### config.mk
export PLATFORM = sky130hd
export DESIGN_NAME = aes_inv_mix_columns_seq
export DESIGN_NICKNAME = d
export VERILOG_FILES = /design/src/rtl/aes_inv_mix_columns_seq.sv
export SDC_FILE = /design/constraint.sdc
export NUM_CORES = 1
export LEC_CHECK = 0
export ABC_AREA = 0
export CORE_MARGIN = 10
export CORE_UTILIZATION = 40
export DETAILED_ROUTE_END_ITERATION = 10
export GPL_ROUTABILITY_DRIVEN = 1
export GPL_TIMING_DRIVEN = 0
export PLACE_DENSITY = 0.79
export SLEW_MARGIN = 10
export SYNTH_ARGS = -nofsm -noshare
export SYNTH_HDL_FRONTEND = slang
export SYNTH_SLANG_ARGS = --single-unit
### constraint.sdc
create_clock -name clk -period 2.7 [get_ports clk]
set_input_delay 0.27 -clock clk [delete_from_list [all_inputs] [get_ports clk]]
set_output_delay 0.27 -clock clk [all_outputs]
set_load 0.05 [all_outputs]
### src/rtl/aes_inv_mix_columns_seq.sv
// Column-serial AES InvMixColumns: one 32-bit column datapath time-shared over the four columns.
// Latency: out_valid rises 4 cycles after the input handshake; next accept 6 cycles after the last.
// Backpressure: result held in DONE until out_ready; in_ready only in IDLE. Option: AES_INVMIX_ADDKEY_EN.
module aes_inv_mix_columns_seq (
   input  logic         clk,
   input  logic         rst_n,
   input  logic         in_valid,
   output logic         in_ready,
   input  logic [127:0] in_data,
`ifdef AES_INVMIX_ADDKEY_EN
   input  logic [127:0] round_key,
`endif
   output logic         out_valid,
   input  logic         out_ready,
   output logic [127:0] out_data
);

   typedef enum logic [1:0] {
      IDLE = 2'd0,
      BUSY = 2'd1,
      DONE = 2'd2
   } state_t;

   state_t       state_q, state_d;
   logic [127:0] src_q, src_d;
   logic [127:0] res_q, res_d;
   logic [1:0]   col_q, col_d;

   logic [127:0] src_load;
   logic [31:0]  col_in;
   logic [31:0]  col_out;

   // Multiply by x in GF(2^8) modulo 0x11B.
   function automatic logic [7:0] xtime(input logic [7:0] b);
      return {b[6:0], 1'b0} ^ (b[7] ? 8'h1b : 8'h00);
   endfunction

   // Inverse mix of one column; byte 0 sits in the LSB. Constants built from x2/x4/x8 chains.
   function automatic logic [31:0] inv_mix_col(input logic [31:0] c);
      logic [7:0] a   [4];
      logic [7:0] m09 [4];
      logic [7:0] m0b [4];
      logic [7:0] m0d [4];
      logic [7:0] m0e [4];
      logic [7:0] x2, x4, x8;
      for (int i = 0; i < 4; i++) begin
         a[i]   = c[8*i +: 8];
         x2     = xtime(a[i]);
         x4     = xtime(x2);
         x8     = xtime(x4);
         m09[i] = x8 ^ a[i];
         m0b[i] = x8 ^ x2 ^ a[i];
         m0d[i] = x8 ^ x4 ^ a[i];
         m0e[i] = x8 ^ x4 ^ x2;
      end
      return {m0b[0] ^ m0d[1] ^ m09[2] ^ m0e[3],
              m0d[0] ^ m09[1] ^ m0e[2] ^ m0b[3],
              m09[0] ^ m0e[1] ^ m0b[2] ^ m0d[3],
              m0e[0] ^ m0b[1] ^ m0d[2] ^ m09[3]};
   endfunction

`ifdef AES_INVMIX_ADDKEY_EN
   // AddRoundKey folded into the capture so the column pass sees the keyed state.
   assign src_load = in_data ^ round_key;
`else
   assign src_load = in_data;
`endif

   // The single shared column datapath, steered by the column index.
   always_comb begin
      col_in  = src_q[{col_q, 5'd0} +: 32];
      col_out = inv_mix_col(col_in);
   end

   // Next-state logic: capture in IDLE, one column per cycle in BUSY, hold result in DONE.
   always_comb begin
      state_d = state_q;
      src_d   = src_q;
      res_d   = res_q;
      col_d   = col_q;
      case (state_q)
         IDLE: begin
            if (in_valid) begin
               src_d   = src_load;
               col_d   = 2'd0;
               state_d = BUSY;
            end
         end
         BUSY: begin
            res_d[{col_q, 5'd0} +: 32] = col_out;
            col_d = col_q + 2'd1;
            if (col_q == 2'd3) begin
               state_d = DONE;
            end
         end
         DONE: begin
            if (out_ready) begin
               state_d = IDLE;
            end
         end
         default: state_d = IDLE;
      endcase
   end

   // State registers; reset aborts any operation in flight and clears the partial result.
   always_ff @(posedge clk or negedge rst_n) begin
      if (!rst_n) begin
         state_q <= IDLE;
         src_q   <= '0;
         res_q   <= '0;
         col_q   <= 2'd0;
      end else begin
         state_q <= state_d;
         src_q   <= src_d;
         res_q   <= res_d;
         col_q   <= col_d;
      end
   end

   // Handshake outputs decode registered state only, so no input-to-output combinational path.
   always_comb begin
      in_ready  = (state_q == IDLE);
      out_valid = (state_q == DONE);
      out_data  = res_q;
   end

endmodule

==> summary.md <==
| Metric | Value |
|---|---|
| Die H | 197 µm |
| Layout Nets | 1503 |
| Clock Skews | 0.0217 ns |
| Syn_nets | 1092 |
| Area contributors post-synth | dfrtp_1 52%, mux2_2 12%, xnor2_1 7.4%, mux4_2 4.7%, o21ai_0 4.4% |
| Gr usage total | 19.9% |
| Final worst path period share | 115% |
| Arr. time, crit path | 3.51 ns |
| Layout cell share with drive strength beyond 1 | 37.9% |
| Grt ovf | 0 |
| CTS tree | built |
| # port buffers | 261 |
| CORE AREA | just over 30000 µm² |
| Fin worst setup slack | -0.398 ns |
| Initial DRC Count | 568 |
| Count of pins over their slew limit | 0 |
| Syn Std Cell Area | 12500 µm² |
| XOR/XNOR share of the synthesized area | about 17% |
| CP endpoint kind | flip-flop |
| CP Launch Type | flip-flop |
| Die area | 38700 µm² |
| Synth Area in Adders | 0.501% |
| Max clock buf depth | 3 |
| Syn Inst Count | 955 |
| Row count | 64 |
| Drc violations | 0 |
| RSZ-0062 raised after global routing | yes |
| Initial Utilization | 40.7% |
| Final min period | about 3.1 ns |
| Worst-path fanout max | 8 |
| Number of global-route vias before repair | 9853 |
| Slew HR | 43.1% |
| TritonCTS Buffers | 28 |
| Failing checks | negative setup slack |
| Global-route wire length before repair | 59800 µm |
| Largest net degree at the start of global routing | 117 |
| H-tree levels | 1 |
| Placer Congestion | 0.891 |
| DRT Wirelength | 42000 µm |
| # setup viols final | 128 |
| Yosys reg bits | 260 |
| Compound-Gate Fraction of Synth Area | roughly 5.5% |
| Dpl ws | -0.891 ns |
| Antenna-violating nets left | 0 |
| Cell taking the most area after synthesis | dfrtp_1 |
| Mux share of post-synthesis cell area | 17.6% |
| Critical path class | reg -> reg |
| Worst Path Required | ~3.1 ns |
| Vias | 9270 |
| Max-cap check violation count | 0 |
| Top-area cell type share of the netlist area | 52.1% |
| Initial antenna violation count | 3 |
| Clk sink count | 260 |
| Via-per-instance ratio | 5.20 |
| Non-filler cells, final | roughly 1800 |
| Final HPWL DP | 28800 µm |
| Largest family of logic cells by synthesized area | multiplexers |
| Syn Area/Cell | around 13 µm² |
| Clk Latency, worst-skew pair | 0.56 ns |
| Synth-to-Final Area Change | 56.0% |
| Final count of hold timing violations | 0 |
| Drt pass-1 iters | 5 |
| Maximum clock rate | 323 MHz |
| Seq/Total Area, Yosys | between 50% and 60% |
| Die Span X | 197 µm |
| Placed Cells | roughly 1600 |
| Syn. warnings | 0 |
| WL/cell | 23.5 µm |
| Unique cell type count in the Yosys netlist | 31 |
| Worst-path clk slew | approximately 0.07 ns |
| Root Driver | clkbuf_16 |
| Number of fill cells in the layout | around 2200 |
| Status | finished with violations |
| Simple-gate portion of the synthesized area | under 10% |
| Worst hold-check path type | in -> async |
| Total negative slack | -29.86 ns |
| # IOs | 262 |
| Worst Tran Pin Value | 0.854 ns |
==> worst max-delay path, stage by stage (launching register included) <==
cell	delay (ns)
dfrtp_1	0.40
buf_12	0.17
clkbuf_16	0.18
mux4_2	0.62
buf_12	0.18
xor2_1	0.21
xnor3_1	0.44
xnor3_2	0.34
xnor2_4	0.28
o21ai_1	0.11
==> final cells by class <==
type / count / area, µm² / area share (%)
Sequential cell: 260 / 6510 / 33.4
Timing Repair Buffer: 385 / 3910 / 20.1
Multi-Input combinational cell: 631 / 7220 / 37.1
Tap cell: 396 / 495 / 2.54
Inverter: 4 / 15.0 / 0.0770
Clock buffer: 44 / 871 / 4.47
Antenna cell: 1 / 2.50 / 0.0128
Buffer: 56 / 414 / 2.12
Clock inverter: 7 / 52.6 / 0.270
==> flip-flops by register name (all words and copies together) (netlist names) <==
register	count
out_data	128
state_q	2
col_q	2
src_q	128
==> cells in the mapped netlist <==
cell,n
o21bai_1,1
nand4_1,3
mux2i_1,1
o21ai_0,110
xnor3_2,2
nor2b_1,1
nor2_1,11
buf_6,6
mux4_1,6
nor3_1,1
xnor2_2,5
xor2_2,1
o21ai_1,11
buf_4,2
nand2b_1,2
or3_1,1
inv_1,4
xnor2_4,3
xor2_1,42
and2_1,1
mux4_2,26
nand2_1,127
xnor3_1,24
clkbuf_1,41
xor3_1,4
xnor2_1,106
mux2_2,128
a22o_1,9
buf_2,11
dfrtp_1,260
ha_1,5
==> cells in the final DEF, fill, tap and decap left out, types with 2 or more instances in the layout <==
cell	count
ha_1	5
xor3_2	2
buf_4	67
inv_1	4
o21ai_1	70
clkdlybuf4s50_1	260
xnor2_4	46
buf_2	2
clkbuf_8	11
buf_8	6
nand4_1	3
mux2_2	128
xor2_2	14
xnor2_1	30
buf_12	15
xnor2_2	38
xor2_4	13
buf_16	3
o21ai_0	14
clkinv_2	4
clkbuf_16	30
clkbuf_1	39
clkbuf_2	4
nand2b_1	2
xnor3_1	3
buf_6	47
xor2_1	16
nor2_1	11
o21ai_2	37
xnor3_2	23
dfrtp_1	260
xor3_1	2
mux4_2	32
nand2_1	127
a22o_1	9
==> timing repair <==
action / CTS / global route
setup endpoints to repair: 128 / 128
pin swaps: 59 / 113
resized for setup: 172 / 215
setup buffers: 52 / 73
hold buffers: 1 / 0
hold endpoints to repair: 37 / 0
cloned: 0 / 2
==> through the flow <==
| stage | hold slack (ns) | area, µm² | util [%] |
|---|---|---|---|
| after global routing | 0.204 | 19500 | 63.5 |
| after global placement | 0.462 | 15800 | 51.4 |
| final | 0.186 | 19500 | 63.6 |
| after floorplan | -0.0256 | 12700 | - |
| after CTS | 0.179 | 18000 | 58.6 |
| after detailed placement | 0.181 | 15800 | 51.6 |
==> routing by layer <==
| layer | track usage (%) | up-vias | part of all wire [%] |
|---|---|---|---|
| li1 | - | 4104 | - |
| met1 | 24.9 | 4712 | 39 |
| met2 | 33.7 | 377 | 50 |
| met3 | 5.26 | 73 | 8.1 |
| met4 | 4.80 | 4 | 2.5 |
| met5 | 0 | - | 0.055 |
==> kinds of logic after synthesis <==
group / after synthesis
muxes: 161
buffers and inverters: 64
and+or+nand+nor: 147
adders and majority gates: 5
xor gates and xnor gates: 187
AOI/OAI and AO/OA: 131
DFF: 260
==> path summary, 6_finish.rpt <==
check | from | endpoint | slack, ns | cells past startpoint
worst max-delay path | col_q[0] | out_data[123] | -0.40 | 9
worst min-delay path | rst_n | src_q[24] | 0.19 | 2
worst max register to register | col_q[0] | out_data[123] | -0.40 | 9
worst min register to register | out_data[91] | out_data[91] | 0.48 | 2
max in group asynchronous | rst_n | out_data[26] | 1.62 | 3
min in group clk | in_data[25] | src_q[25] | 0.32 | 2
Power is left out: the tool's default activity adds up to more than one toggle a clock period on the data nets, which glitch-free logic cannot reach.
